File: src/rtl/rvv_vcfg_unit.sv
// Vector configuration unit: executes vsetvli/vsetivli/vsetvl and owns the vtype/vl CSRs.
// A vtype change waits for the vector backend to drain; vl-only changes commit at once.
module rvv_vcfg_unit #(
   parameter int VLEN = 128,
   parameter int ELEN = 64,
   parameter int XLEN = 32,
   parameter int VlW  = $clog2(VLEN) + 1
) (
   input  logic            clk_i,
   input  logic            rst_i,
   input  logic            req_valid_i,
   output logic            req_ready_o,
   input  logic [31:0]     req_insn_i,
   input  logic [XLEN-1:0] req_rs1_i,
   input  logic [XLEN-1:0] req_rs2_i,
   input  logic            backend_idle_i,
   output logic            resp_valid_o,
   input  logic            resp_ready_i,
   output logic [4:0]      resp_rd_o,
   output logic [XLEN-1:0] resp_data_o,
   output logic            resp_err_o,
   output logic [7:0]      vtype_o,
   output logic [VlW-1:0]  vl_o
);

   localparam logic [1:0] ST_IDLE = 2'd0;
   localparam logic [1:0] ST_WAIT = 2'd1;
   localparam logic [1:0] ST_RESP = 2'd2;

   localparam logic [7:0] ELEN_B = 8'(ELEN);

   logic [1:0]      state;
   logic [7:0]      pend_vtype;
   logic [VlW-1:0]  pend_vl;
   logic [4:0]      pend_rd;
   logic            pend_err;

   logic            is_opcfg;
   logic            is_vsetvli;
   logic            is_vsetivli;
   logic            is_vsetvl;
   logic            is_cfg;
   logic [4:0]      rd_idx;
   logic [4:0]      rs1_idx;
   logic [XLEN-1:0] raw_vtype;
   logic [2:0]      vlmul;
   logic [2:0]      vsew;
   logic [7:0]      sew_bits;
   logic            frac_ill;
   logic [VlW-1:0]  new_vlmax;
   logic [VlW-1:0]  cur_vlmax;
   logic [XLEN-1:0] avl;
   logic            keep_vl;
   logic            vill;
   logic [VlW-1:0]  vl_calc;
   logic [7:0]      next_vtype;
   logic [VlW-1:0]  next_vl;
   logic            commit;
   logic            unused_vtype_msb;

   // VLMAX = (VLEN / SEW) * LMUL, built from shifts since every factor is a power of two
   function automatic logic [VlW-1:0] calc_vlmax(input logic [2:0] sew, input logic [2:0] lmul);
      logic [VlW-1:0] base;
      base = VlW'(VLEN >> (3 + int'(sew)));
      case (lmul)
         3'b000:  calc_vlmax = base;
         3'b001:  calc_vlmax = base << 1;
         3'b010:  calc_vlmax = base << 2;
         3'b011:  calc_vlmax = base << 3;
         3'b101:  calc_vlmax = base >> 3;
         3'b110:  calc_vlmax = base >> 2;
         3'b111:  calc_vlmax = base >> 1;
         default: calc_vlmax = '0;
      endcase
   endfunction

   assign is_opcfg    = (req_insn_i[6:0] == 7'b1010111) && (req_insn_i[14:12] == 3'b111);
   assign is_vsetvli  = is_opcfg && !req_insn_i[31];
   assign is_vsetivli = is_opcfg && (req_insn_i[31:30] == 2'b11);
   assign is_vsetvl   = is_opcfg && (req_insn_i[31:25] == 7'b1000000);
   assign is_cfg      = is_vsetvli || is_vsetivli || is_vsetvl;
   assign rd_idx      = req_insn_i[11:7];
   assign rs1_idx     = req_insn_i[19:15];

   always_comb begin
      raw_vtype = '0;
      if (is_vsetvl) begin
         raw_vtype = req_rs2_i;
      end else if (is_vsetivli) begin
         raw_vtype[9:0] = req_insn_i[29:20];
      end else begin
         raw_vtype[10:0] = req_insn_i[30:20];
      end
   end

   assign vlmul            = raw_vtype[2:0];
   assign vsew             = raw_vtype[5:3];
   assign sew_bits         = 8'd8 << vsew[1:0];
   assign unused_vtype_msb = raw_vtype[XLEN-1];

   always_comb begin
      frac_ill = 1'b0;
      case (vlmul)
         3'b101:  frac_ill = sew_bits > (ELEN_B >> 3);
         3'b110:  frac_ill = sew_bits > (ELEN_B >> 2);
         3'b111:  frac_ill = sew_bits > (ELEN_B >> 1);
         default: frac_ill = 1'b0;
      endcase
   end

   // An illegal current vtype has no meaningful VLMAX, so keep-vl against it always mismatches
   assign new_vlmax = calc_vlmax(vsew, vlmul);
   assign cur_vlmax = vtype_o[7] ? '0 : calc_vlmax({1'b0, vtype_o[4:3]}, vtype_o[2:0]);

   always_comb begin
      avl     = '0;
      keep_vl = 1'b0;
      if (is_vsetivli) begin
         avl = XLEN'(rs1_idx);
      end else if (rs1_idx != 5'd0) begin
         avl = req_rs1_i;
      end else if (rd_idx != 5'd0) begin
         avl = '1;
      end else begin
         avl     = XLEN'(vl_o);
         keep_vl = 1'b1;
      end
   end

   assign vill = (vlmul == 3'b100) || vsew[2] || (sew_bits > ELEN_B) || frac_ill ||
                 (|raw_vtype[XLEN-2:8]) || (new_vlmax == '0) ||
                 (keep_vl && (new_vlmax != cur_vlmax));

   assign vl_calc    = (avl < XLEN'(new_vlmax)) ? VlW'(avl) : new_vlmax;
   assign next_vtype = vill ? 8'h80 : {1'b0, raw_vtype[7], raw_vtype[6], vsew[1:0], vlmul};
   assign next_vl    = vill ? '0 : vl_calc;

   // Errors touch no CSR, and an unchanged vtype cannot disturb in-flight vector work
   assign commit = pend_err || backend_idle_i || (pend_vtype == vtype_o);

   assign req_ready_o  = (state == ST_IDLE);
   assign resp_valid_o = (state == ST_RESP);

   // Request/commit/response sequencing plus the architectural CSRs and response registers
   always_ff @(posedge clk_i or posedge rst_i) begin
      if (rst_i) begin
         state       <= ST_IDLE;
         pend_vtype  <= 8'h80;
         pend_vl     <= '0;
         pend_rd     <= '0;
         pend_err    <= 1'b0;
         vtype_o     <= 8'h80;
         vl_o        <= '0;
         resp_rd_o   <= '0;
         resp_data_o <= '0;
         resp_err_o  <= 1'b0;
      end else begin
         case (state)
            ST_IDLE: begin
               if (req_valid_i) begin
                  pend_rd    <= rd_idx;
                  pend_err   <= !is_cfg;
                  pend_vtype <= is_cfg ? next_vtype : vtype_o;
                  pend_vl    <= is_cfg ? next_vl : vl_o;
                  state      <= ST_WAIT;
               end
            end
            ST_WAIT: begin
               if (commit) begin
                  if (!pend_err) begin
                     vtype_o <= pend_vtype;
                     vl_o    <= pend_vl;
                  end
                  resp_rd_o   <= pend_rd;
                  resp_err_o  <= pend_err;
                  resp_data_o <= pend_err ? '0 : XLEN'(pend_vl);
                  state       <= ST_RESP;
               end
            end
            ST_RESP: begin
               if (resp_ready_i) begin
                  state <= ST_IDLE;
               end
            end
            default: state <= ST_IDLE;
         endcase
      end
   end

endmodule

File: config.mk
export PLATFORM = sky130hd
export DESIGN_NAME = rvv_vcfg_unit
export DESIGN_NICKNAME = d
export VERILOG_FILES = /design/src/rtl/rvv_vcfg_unit.sv
export SDC_FILE = /design/constraint.sdc
export NUM_CORES = 1
export LEC_CHECK = 0
export CAP_MARGIN = 20
export CORE_AREA = 3 3 103 105
export DETAILED_ROUTE_END_ITERATION = 10
export DIE_AREA = 0 0 106 108
export PLACE_DENSITY = 0.76
export SLEW_MARGIN = 20
export SYNTH_ARGS = -nofsm -noshare
export SYNTH_HDL_FRONTEND = slang
export SYNTH_SLANG_ARGS = --single-unit
File: constraint.sdc
create_clock -name clk_i -period 3.31 [get_ports clk_i]
set_input_delay 0.662 -clock clk_i [delete_from_list [all_inputs] [get_ports clk_i]]
set_output_delay 0.662 -clock clk_i [all_outputs]
set_load 0.02 [all_outputs]
==> flow_metrics.py <==
metrics = {
    "sta": {
        "hold_viol": 0,
        "maxSlewViolCount": 0,
        "tightest_slew_ns": 0.656,
        "finalCritPeriodShare_pct": 107,
        "period_needed_ns": 3.53,
        "slew_headroom_pct": 56.2,
        "fin_setup_tns_ns": -1.57,
        "setup_viol": 12,
        "hold_ws_ns": 0.478,
        "rsz0062_at_grt": "yes",
        "layout_setup_ws_ns": -0.223,
        "finClkSkew_ns": 0.00694,
        "fmax_ghz": 0.283,
    },
    "power_and_ir_drop": {
        "ir_drop_uv": 280,
        "seqPwrFrac_pct": 40.5,
        "leakage_nw": 2.84,
        "finalPower_mw": 1.95,
        "net-switching-power_mw": 0.657,
        "power_density_mw_per_mm2": 298,
        "power.internal_mw": 1.29,
        "p_comb_share_pct": 40.3,
        "clockPowerShare_pct": 19.2,
        "switching_share_pct": 33.8,
    },
    "worst_hold_path": {
        "hold_path.class": "flop to flop",
        "min_path_cells": 2,
        "min_to": "pend_rd[0]$_DFFE_PP0P_",
        "hp-start": "pend_rd[0]$_DFFE_PP0P_",
    },
    "worst_setup_path": {
        "reg2reg_slack_ns": 0.54,
        "critical_path.most_common_cell": "buf_6",
        "arrival_ns": 3.73,
        "cp_max_fo": 7,
        "worstSetupPathType": "primary input to flop",
        "crit_buf_inv": 3,
        "worstReg2RegEnd": "pend_vl[6]$_DFFE_PP0P_",
        "endpoint_kind": "flop",
        "crit_path_max_incr_delay_ns": 0.61,
        "reg2reg_from": "vtype_o[4]$_DFFE_PP0P_",
        "r2r_cells": 10,
        "start_kind": "primary input",
        "required_ns": 3.51,
        "cp_top_family": "simple AND/OR/NAND/NOR gates",
        "critPathSlowestCell": "or4_4",
        "cp_cell_sequence": "buf_6 > or3_4 > or4_4 > or3_1 > o22a_1 > o22ai_2 > inv_2 > ha_4 > o21ai_2 > a21oi_2 > a21boi_2 > buf_6 > mux2i_4 > o31ai_2",
    },
    "clock_tree": {
        "numCtsBuffers": 5,
        "clock_latency_ns": 0.31,
        "htreeDepth": 2,
        "clockRootBuffer": "clkbuf_8",
        "clock_sink_count": 54,
        "cts_tree": "yes",
        "clk_pin_slew_ns": 0.10,
        "cts_buffer_depth": 2,
    },
    "routing": {
        "postRouteAntennaNets": 0,
        "drt_first_pass_iters": 4,
        "via_per_inst": 5.29,
        "routedWlPerCell_um": 16.3,
        "totalWireLength_um": 13200,
        "drc": 0,
        "dr.first_iter.drc_count": 201,
        "dr_total_vias": 4299,
    },
    "placed_design": {
        "placed_cells": 796,
        "pre_cts_slack_ns": -0.987,
        "dp_hpwl_um": 10800,
        "place.gp.congestion": 0.939,
        "dpl_cell_area_mm2": 0.00614,
        "port_buffers": 131,
    },
    "finish": {
        "stdcell_count": 812,
        "antenna_cells": 0,
        "final_layout_size_suffix_gt1_share_pct": 29.5,
        "design_area_mm2": 0.00654,
        "area_growth_syn_to_layout_pct": 59.3,
        "final_util_pct": 67.2,
        "nets": 786,
    },
    "synthesis": {
        "synth_top_flop_cell": "dfrtp_1",
        "ys_top_cells_by_area": "dfrtp_1 32%, mux2_2 6.3%, buf_4 4.6%, nand2_1 3.9%, xnor2_1 3.4%",
        "yosysTopAreaCell": "dfrtp_1",
        "synthTopCellsByCount": "52 x dfrtp_1, 43 x nand2_1, 25 x buf_4, 25 x clkbuf_1, 25 x nor2_1",
        "yosysMostFrequentCell": "dfrtp_1",
        "netlist_instances": 463,
        "syn-cell-area_mm2": 0.00410,
        "synth.top_cell.area_share_pct": 31.7,
        "synthArstFlopShare_pct": 100,
        "synth_edf_count": 0,
        "yosysWarnings": 0,
        "ys_seq_elements": 54,
        "ys_types": 65,
        "seq_area_frac_synth_pct": 33.0,
        "syn_avg_cell_area_um2": 8.86,
    },
    "status": {
        "failed_checks": "negative setup slack",
        "status": "finished, violations left",
    },
    "floorplanning": {
        "row_count": 36,
        "die_x_um": 106,
        "initial_core_util_pct": 42.2,
        "core_area_mm2": 0.00973,
        "die_h_um": 108,
        "die_area_mm2": 0.0114,
        "ios": 157,
    },
    "global_route": {
        "grt_use_total_pct": 22.7,
        "grt_pass1_vias": 4363,
        "overflow": 0,
        "grt_start_max_net_pins": 35,
        "antenna_found_initial": 0,
        "grt_first_pass_wirelength_um": 21100,
    },
    "job": {
        "cap_viol_max_count": 0,
    },
}
==> what timing repair did <==
item | 4_1_cts | 5_1_grt
endpoints found under the setup margin | 16 | 16
setup buffers | 9 | 2
hold endpoints to repair | 0 | 0
gates resized for setup | 51 | 24
hold buffers | 0 | 0
pin swaps | 18 | 22
==> worst reg2reg max path, cell delays in order (launching register included) <==
cell	delay, ns
dfrtp_1	0.58
nor4bb_1	0.33
a31oi_1	0.07
or3b_2	0.50
nor3_1	0.26
o211ai_1	0.13
o21bai_1	0.20
nor4_2	0.08
a21oi_2	0.23
buf_6	0.19
o31ai_1	0.09
==> cell type report <==
cell class              count  area, µm²
well taps                 133        166
fillers                   790       3190
clock inverters             3       26.3
repair buffers            239       2150
clock buffers               5       68.8
multi-input cells         363       2710
inverters                  15       56.3
flip-flops and latches     54       1350
==> registers in the layout, indices dropped and copies added, names as in the netlist <==
| name | cells |
|---|---|
| pend_vtype | 8 |
| pend_vl | 8 |
| resp_err_o | 1 |
| vtype_o | 8 |
| pend_rd | 5 |
| resp_rd_o | 5 |
| pend_err | 1 |
| resp_data_o | 8 |
| vl_o | 8 |
| state | 2 |
==> power groups by stage <==
stage / clock, mW / combinational [mW] / sequential, mW
after CTS: 0.375 / 0.776 / 0.789
after global placement: 0 / 0.746 / 0.794
after floorplan: 0 / 0.367 / 0.835
final: 0.373 / 0.785 / 0.788
after global routing: 0.407 / 0.849 / 0.802
after detailed placement: 0 / 0.762 / 0.803
==> cell families after synthesis <==
family	after synthesis	synth area share, %
simple gates	163	22.1
mux	33	8.75
buf+inv	69	8.84
flops	54	33.0
xor+xnor	20	4.27
fa+ha+maj	7	2.13
compound gates	116	20.8
other cells	1	0.0914
==> placed cells by master (no fill, tap or decap), types with 6 or more instances in the layout <==
master,instances
buf_6,6
nand2b_1,9
xnor2_1,15
nor2_1,24
nor3_1,8
nand4_1,9
dfrtp_1,52
conb_1,24
a22oi_1,15
nor4_1,15
nand2_1,42
inv_1,12
clkdlybuf4s50_1,118
o211ai_1,6
nand3_1,6
o31ai_2,10
o21ai_0,9
nor2b_1,14
o21ai_1,6
mux2_2,23
a22o_1,12
a21oi_1,13
buf_4,102
==> worst max-delay path by stage <==
stage                         startpoint                endpoint  slack (ns)  cells after the start
final                     req_insn_i[28]  pend_vl[1]$_DFFE_PP0P_       -0.22                     14
after global placement    req_insn_i[25]  pend_vl[2]$_DFFE_PP0P_       -0.79                     14
after CTS                 req_insn_i[28]  pend_vl[3]$_DFFE_PP0P_       -0.20                     15
after global routing      req_insn_i[28]  pend_vl[1]$_DFFE_PP0P_       -0.31                     15
after detailed placement  req_insn_i[16]  pend_vl[3]$_DFFE_PP0P_       -0.99                     15
after floorplan           req_insn_i[25]  pend_vl[2]$_DFFE_PP0P_       -0.36                     16
==> routing by layer <==
metal,GRT usage (%),up-vias,wire (µm)
met5,0,-,0
met4,8.79,0,432
met3,2.57,32,623
met2,42.7,139,6910
met1,26.6,2033,5260
li1,-,2095,-
Note: power is estimated with default switching activity, not from simulation.
